File: src/rtl/bit_serial_adder.sv
// Bit-serial adder: pushes two WIDTH-bit operands LSB-first through one full-adder
// slice, with the ripple carry held in a flop and sum bits assembled in a shift register.
`timescale 1ns/1ps

module structuralFullAdder (
    input  logic a,
    input  logic b,
    input  logic carryin,
    output logic sum,
    output logic carryout
);
    logic ab_xor;
    logic ab_and;
    logic cx_and;

    assign ab_xor   = a ^ b;
    assign ab_and   = a & b;
    assign cx_and   = ab_xor & carryin;
    assign sum      = ab_xor ^ carryin;
    assign carryout = ab_and | cx_and;
endmodule

module bit_serial_adder #(
    parameter int WIDTH = 8
) (
    input  logic             clk,
    input  logic             reset,
    input  logic             start,
    input  logic [WIDTH-1:0] a,
    input  logic [WIDTH-1:0] b,
    input  logic             carryin,
    output logic             busy,
    output logic             done,
    output logic [WIDTH-1:0] sum,
    output logic             carryout,
    output logic             overflow
);
    localparam int CW = (WIDTH > 2) ? $clog2(WIDTH) : 1;

    typedef enum logic [1:0] {
        IDLE  = 2'd0,
        SHIFT = 2'd1,
        DONE  = 2'd2
    } state_t;

    state_t           state_reg;
    logic [WIDTH-1:0] a_reg;
    logic [WIDTH-1:0] b_reg;
    logic [WIDTH-1:0] acc_reg;
    logic             carry_reg;
    logic [CW-1:0]    count_reg;

    logic             slice_sum;
    logic             slice_carry;
    logic [WIDTH-1:0] acc_next;

    structuralFullAdder u_slice (
        .a        (a_reg[0]),
        .b        (b_reg[0]),
        .carryin  (carry_reg),
        .sum      (slice_sum),
        .carryout (slice_carry)
    );

    // New sum bit enters at the MSB so after WIDTH shifts bit 0 sits at the LSB.
    assign acc_next = {slice_sum, acc_reg[WIDTH-1:1]};

    always_ff @(posedge clk or posedge reset) begin
        if (reset) begin
            state_reg <= IDLE;
            a_reg     <= '0;
            b_reg     <= '0;
            acc_reg   <= '0;
            carry_reg <= 1'b0;
            count_reg <= '0;
            busy      <= 1'b0;
            done      <= 1'b0;
            sum       <= '0;
            carryout  <= 1'b0;
            overflow  <= 1'b0;
        end else begin
            case (state_reg)
                IDLE, DONE: begin
                    done <= 1'b0;
                    if (start) begin
                        a_reg     <= a;
                        b_reg     <= b;
                        carry_reg <= carryin;
                        acc_reg   <= '0;
                        count_reg <= '0;
                        busy      <= 1'b1;
                        state_reg <= SHIFT;
                    end else begin
                        busy      <= 1'b0;
                        state_reg <= IDLE;
                    end
                end
                SHIFT: begin
                    acc_reg   <= acc_next;
                    a_reg     <= {1'b0, a_reg[WIDTH-1:1]};
                    b_reg     <= {1'b0, b_reg[WIDTH-1:1]};
                    carry_reg <= slice_carry;
                    count_reg <= count_reg + CW'(1);
                    if (count_reg == CW'(WIDTH - 1)) begin
                        // carry_reg here is the carry into the MSB slice.
                        sum       <= acc_next;
                        carryout  <= slice_carry;
                        overflow  <= carry_reg ^ slice_carry;
                        busy      <= 1'b0;
                        done      <= 1'b1;
                        state_reg <= DONE;
                    end
                end
                default: begin
                    busy      <= 1'b0;
                    done      <= 1'b0;
                    state_reg <= IDLE;
                end
            endcase
        end
    end
endmodule
File: config.mk
export PLATFORM = sky130hd
export DESIGN_NAME = bit_serial_adder
export DESIGN_NICKNAME = d
export VERILOG_FILES = /design/src/rtl/bit_serial_adder.sv
export SDC_FILE = /design/constraint.sdc
export NUM_CORES = 1
export LEC_CHECK = 0
export BUFFER_PORTS_ARGS = -buffer_cell sky130_fd_sc_hd__buf_4
export CAP_MARGIN = 20
export CORE_ASPECT_RATIO = 2
export CORE_MARGIN = 4
export CORE_UTILIZATION = 38
export CTS_BUF_LIST = sky130_fd_sc_hd__clkbuf_8
export DETAILED_ROUTE_END_ITERATION = 7
export REMOVE_ABC_BUFFERS = 1
export SYNTH_ARGS = -nofsm -noshare
export SYNTH_HDL_FRONTEND = slang
export SYNTH_SLANG_ARGS = --single-unit
File: constraint.sdc
create_clock -name clk -period 2.9 [get_ports clk]
set_input_delay 0.435 -clock clk [delete_from_list [all_inputs] [get_ports clk]]
set_output_delay 0.435 -clock clk [all_outputs]
set_load 0.005 [all_outputs]
Yosys cells after proc, flatten, opt, wreduce, memory -nomap -nowiden --
Cells that the tools add are included.
Operators by class: add/subtract/negate cells 1, equality and inequality tests 5, mux-type cells 18, bitwise operators 6, reduce and logical (&&, ||, !) cells 5
Operator list (number):
- case mux 8 bit (2 select lines) | 3
- 2-to-1 mux 8 bit | 3
- 2-to-1 mux 1 bit | 6
- case mux 3 bit (2 select lines) | 1
- inequality test 2 bit, second input constant | 2
- case mux 1 bit (2 select lines) | 2
- case mux 2 bit (2 select lines) | 1
- AND reduction 2 bit | 2
- adder 3 x 1 -> 3 bit, second input constant | 1
- equality test 3 bit, second input constant | 1
- 2-to-1 mux 3 bit | 1
- bitwise XOR 1 bit | 3
- AND 1 bit | 2
- equality test 2 x 1 -> 1 bit, second input constant | 1
- equality test 2 bit, second input constant | 1
- logical NOT 2 bit | 1
- 2-to-1 mux 2 bit | 1
- nonzero test 2 bit | 1
- OR reduction 2 bit | 1
- OR 1 bit | 1
Storage, ports and cells: register bits 42, input bits 20, output and inout port bits 12, word-level logic and storage cells 46

Longest topological paths before layout --
depth in word-level cells 4, mapped depth 6, mapped depth without buffers 5

Modules after synthesis --
A second synthesis with hierarchy kept.
Unflattened totals: cells, all modules 166, area, all modules 1916.8 µm²
Modules (own cells, without submodules):
- bit_serial_adder | instances 1, cells each 165, area each 1896.8 µm², seq. area each 1001.0 µm²
- structuralFullAdder | instances 1, cells each 1, area each 20.0 µm², seq. area each 0.0 µm²

Worst setup path after synthesis --
OpenSTA, ideal clock, no wires.
path type register -> register, start point register count_reg[0], end point register sum[0], library setup time 125 ps, data arrival time 1440 ps, data required time 2775 ps, path slack 1335 ps, cell stages (with the launch flop) 6, path buffers 1, clock period less this slack 1565 ps, path through dfrtp_1 -> ha_1 -> ha_1 -> nand3b_1 -> buf_2 -> mux2_2
Between the ends: longest elaborated chain between the ends 2
RTL lines:
- from (decl) | line 51 | logic [CW-1:0] count_reg;
- from (signal assigned) | line 103 | count_reg <= count_reg + CW'(1);
- equality test 3 bit | line 104 | if (count_reg == CW'(WIDTH - 1)) begin
- AND reduction 2 bit (no source line)
- to (signal assigned) | line 106 | sum <= acc_next;
- to (decl) | line 34 | output logic [WIDTH-1:0] sum,
No other way between the ends. A chain may end at the register's enable or synchronous reset.

Final worst setup path --
start point register state_reg[0], end point register acc_reg[6]
Between the ends: longest elaborated chain between the ends 4, elaborated cells between the ends (all ways) 8, those cells by class eq/ne (3); mux (1); reduce/logical (4)
RTL lines:
- from (decl) | line 46 | state_t state_reg;
- from (signal assigned) | line 70 | state_reg <= IDLE;
- from (signal assigned) | line 92 | state_reg <= SHIFT;
- from (signal assigned) | line 95 | state_reg <= IDLE;
- equality test 2 bit / logical NOT 2 bit (equally long branches) | line 82 | case (state_reg)
- OR reduction 2 bit | line 82
- inequality test 2 bit (no source line) / nonzero test 2 bit (equally long branches)
- AND reduction 2 bit (no source line)
- to (signal assigned) | line 99 | acc_reg <= acc_next;
- to (decl) | line 49 | logic [WIDTH-1:0] acc_reg;
Several ways; a longest one is shown, not always the timed one.

==> qor.csv <==
stage;metric;value;unit
critical_path;WP data arrival;2.04;ns
global_routing;vias in the first global route;1375;
cts;post-cts sizing count;0;
cts;worst skew pair latency;0.29;ns
timing;post-route minimum period;1.86;ns
power_and_ir_drop;leakage;0.998;nW
power_and_ir_drop;PnR Total Power;2.30;mW
critical_path;cell family with most CP delay;flip-flops;
global_routing;Total GRT Usage;0.132;
yosys;Gate Count Post-Synth;157;
timing;Slew Viols, Final;0;
floorplan;die width;56.2;um
placement;GP Congestion;0.722;
timing;Final Hold Viols;0;
final_layout;layout overhead on the synthesized area;21.6;%
critical_path;CP Class;register to register;
detailed_routing;TritonRoute pass-1 iters;4;
detailed_routing;routed vias;1284;
cts;post-CTS setup repair buffer count;0;
global_routing;initial antenna violation count;0;
timing;RSZ-0062 raised after global routing;false;
yosys;share of the yosys chip area belonging to registers;0.567;
placement;final HPWL from detailed placement;2540;um
detailed_routing;Routed WL;3560;um
floorplan;Core Region;0.00442;mm2
critical_path;Buffers & Inverters on Critical Path;1;
cts;Max Buffers Root-to-Sink;2;
power_and_ir_drop;Pwr Density;1070;mW/mm2
floorplan;Core Rows;34;
critical_path;highest cell delay on the worst timing path;0.74;ns
cts;Worst-path clk slew;0.08;ns
floorplan;I/O Pins;32;
placement;I/O Buffers;31;
detailed_routing;DRT iter0 DRCs;27;
detailed_routing;antenna-violating nets left;0;
timing;Achievable Freq;537;MHz
yosys;Mapped Area;0.00176;mm2
hold_path;Hold Path Class;input pin to async pin;
final_layout;Final Util;0.485;
critical_path;Crit path required time;3.07;ns
detailed_routing;Vias per Instance;5.28;
yosys;Yosys reg bits;40;
cts;cts hold-fix bufs;0;
timing;post-route setup TNS;0;ns
yosys;Netlist cell types;24;
critical_path;type of origin of the critical path;register;
yosys;YS warnings;0;
power_and_ir_drop;VDD IR-drop max;0.594;mV
yosys;syn avg cell area;11.2;um2
cts;CTS tree;yes;
timing;Slew headroom;0.594;
critical_path;RR Startpoint;state_reg[0];
detailed_routing;WL per Instance;14.6;um
timing;period utilization;0.642;
critical_path;Critical Path Fanout Max;25;
critical_path;reg-to-reg setup timing slack;1.04;ns
final_layout;ant diodes;0;
outcome;status;finished clean;
timing;worst-margin pin slew;0.610;ns
final_layout;share of layout cells above drive strength 1;0.296;
critical_path;CP max-delay cell;dfrtp_1;
cts;CTS H-tree lvls;2;
critical_path;crit-path cells;nor2b_1 -> buf_4 -> nor2_1 -> a22o_1;
global_routing;largest net degree at the start of global routing;41;
critical_path;worst setup path startpoint;state_reg[0];
critical_path;Setup crit end kind;register;
timing;final setup fails;0;
global_routing;grt total ovfl;0;
timing;Fin Clk Skew;0.00288;ns
floorplan;initial core utilization;0.399;
cts;Root Driver;clkbuf_8;
floorplan;die height;104;um
cts;clk sink count;40;
detailed_routing;number of remaining DRC errors;0;
final_layout;nets;211;
cts;Inserted Clock Buffers;5;
floorplan;Die Footprint;0.00586;mm2
flow_run;Max Cap Viol;0;
global_routing;first-pass GRT wire length;6170;um
==> cells in the final DEF, fill, tap and decap left out <==
| cell type | instances |
|---|---|
| a211oi_1 | 2 |
| clkbuf_8 | 5 |
| nand3_1 | 3 |
| ha_1 | 2 |
| nor2_1 | 13 |
| nand2_1 | 9 |
| mux2i_1 | 3 |
| nor3_1 | 11 |
| o22ai_1 | 11 |
| fa_1 | 1 |
| nor2b_1 | 4 |
| nand2b_1 | 8 |
| bufinv_16 | 1 |
| a21oi_1 | 2 |
| mux2_2 | 15 |
| dfrtp_1 | 40 |
| o21ai_0 | 9 |
| a22oi_1 | 2 |
| clkinv_2 | 1 |
| nand3b_1 | 1 |
| o31ai_1 | 1 |
| xnor2_1 | 2 |
| inv_1 | 4 |
| buf_4 | 34 |
| a22o_1 | 5 |
==> final cells by class <==
class,instances,area (um2)
fill,440,2280
sequential,40,1000
multi-input combinational,104,702
timing repair buffer,34,255
clock buffer,5,68.8
tap,54,67.6
clock inverter,3,38.8
inverter,3,11.3
==> worst register-to-register path, cell delays in order (launching register included) <==
cell and delay (ns):
dfrtp_1 0.74, nor2b_1 0.48, buf_4 0.26, nor2_1 0.09, a22o_1 0.19
==> layer usage <==
layer	global-route usage	up-vias	part of all wire
met3	0.0398	9	0.048
li1	-	613	-
met4	0.0628	0	0.021
met5	0	-	0
met2	0.233	35	0.55
met1	0.139	627	0.38
==> through the flow <==
step           setup WS [ns]  instance area, um2  hold WS [ns]  cells
2_1_floorplan           1.11                1710         0.467    147
3_3_place_gp            1.11                2040         0.470    235
3_5_place_dp            1.02                2040         0.476    235
4_1_cts                 1.04                2140         0.289    243
5_1_grt                0.877                2140         0.318    243
6_report                1.04                2140         0.263    243
==> final timing paths <==
check	to	cells after the start
max in group asynchronous	count_reg[0]	3
max	acc_reg[6]	4
max reg2reg	acc_reg[6]	4
min in group clk	carry_reg	3
min reg2reg	overflow	2
min	b_reg[5]	3
==> logic make-up (layout without fill, tap and decap cells) <==
family,Yosys count,after routing,share of synthesized area
multiplexers,18,18,0.113
AND/OR/NAND/NOR,49,49,0.133
buffers and inverters,13,45,0.0348
AO/OA/AOI/OAI,32,32,0.116
flip-flops,40,40,0.567
XOR/XNOR,2,2,0.00993
adder cells (fa/ha/maj),3,3,0.0255
==> power by group <==
| group | internal, mW | switching, mW | leakage [nW] | total, mW |
|---|---|---|---|---|
| Sequential | 0.813 | 0.209 | 0.498 | 1.02 |
| Clock | 0.252 | 0.188 | 0.0593 | 0.440 |
| Combinational | 0.460 | 0.374 | 0.441 | 0.834 |
| Total | 1.53 | 0.771 | 0.998 | 2.30 |
==> Yosys cell counts <==
cell	number	share of area
dfrtp_1	40	0.57
mux2_2	15	0.096
nor2_1	13	0.028
nor3_1	11	0.031
o22ai_1	11	0.039
nand2_1	9	0.019
o21ai_0	9	0.026
nand2b_1	8	0.028
buf_2	7	0.020
a22o_1	5	0.025
nor2b_1	4	0.014
inv_1	3	0.0064
mux2i_1	3	0.017
nand3_1	3	0.0085
a211oi_1	2	0.0085
a21oi_1	2	0.0057
a22oi_1	2	0.0085
clkbuf_1	2	0.0043
ha_1	2	0.014
xnor2_1	2	0.0099
buf_4	1	0.0043
fa_1	1	0.011
nand3b_1	1	0.0043
o31ai_1	1	0.0043
Power figures use the tool's default switching activity.
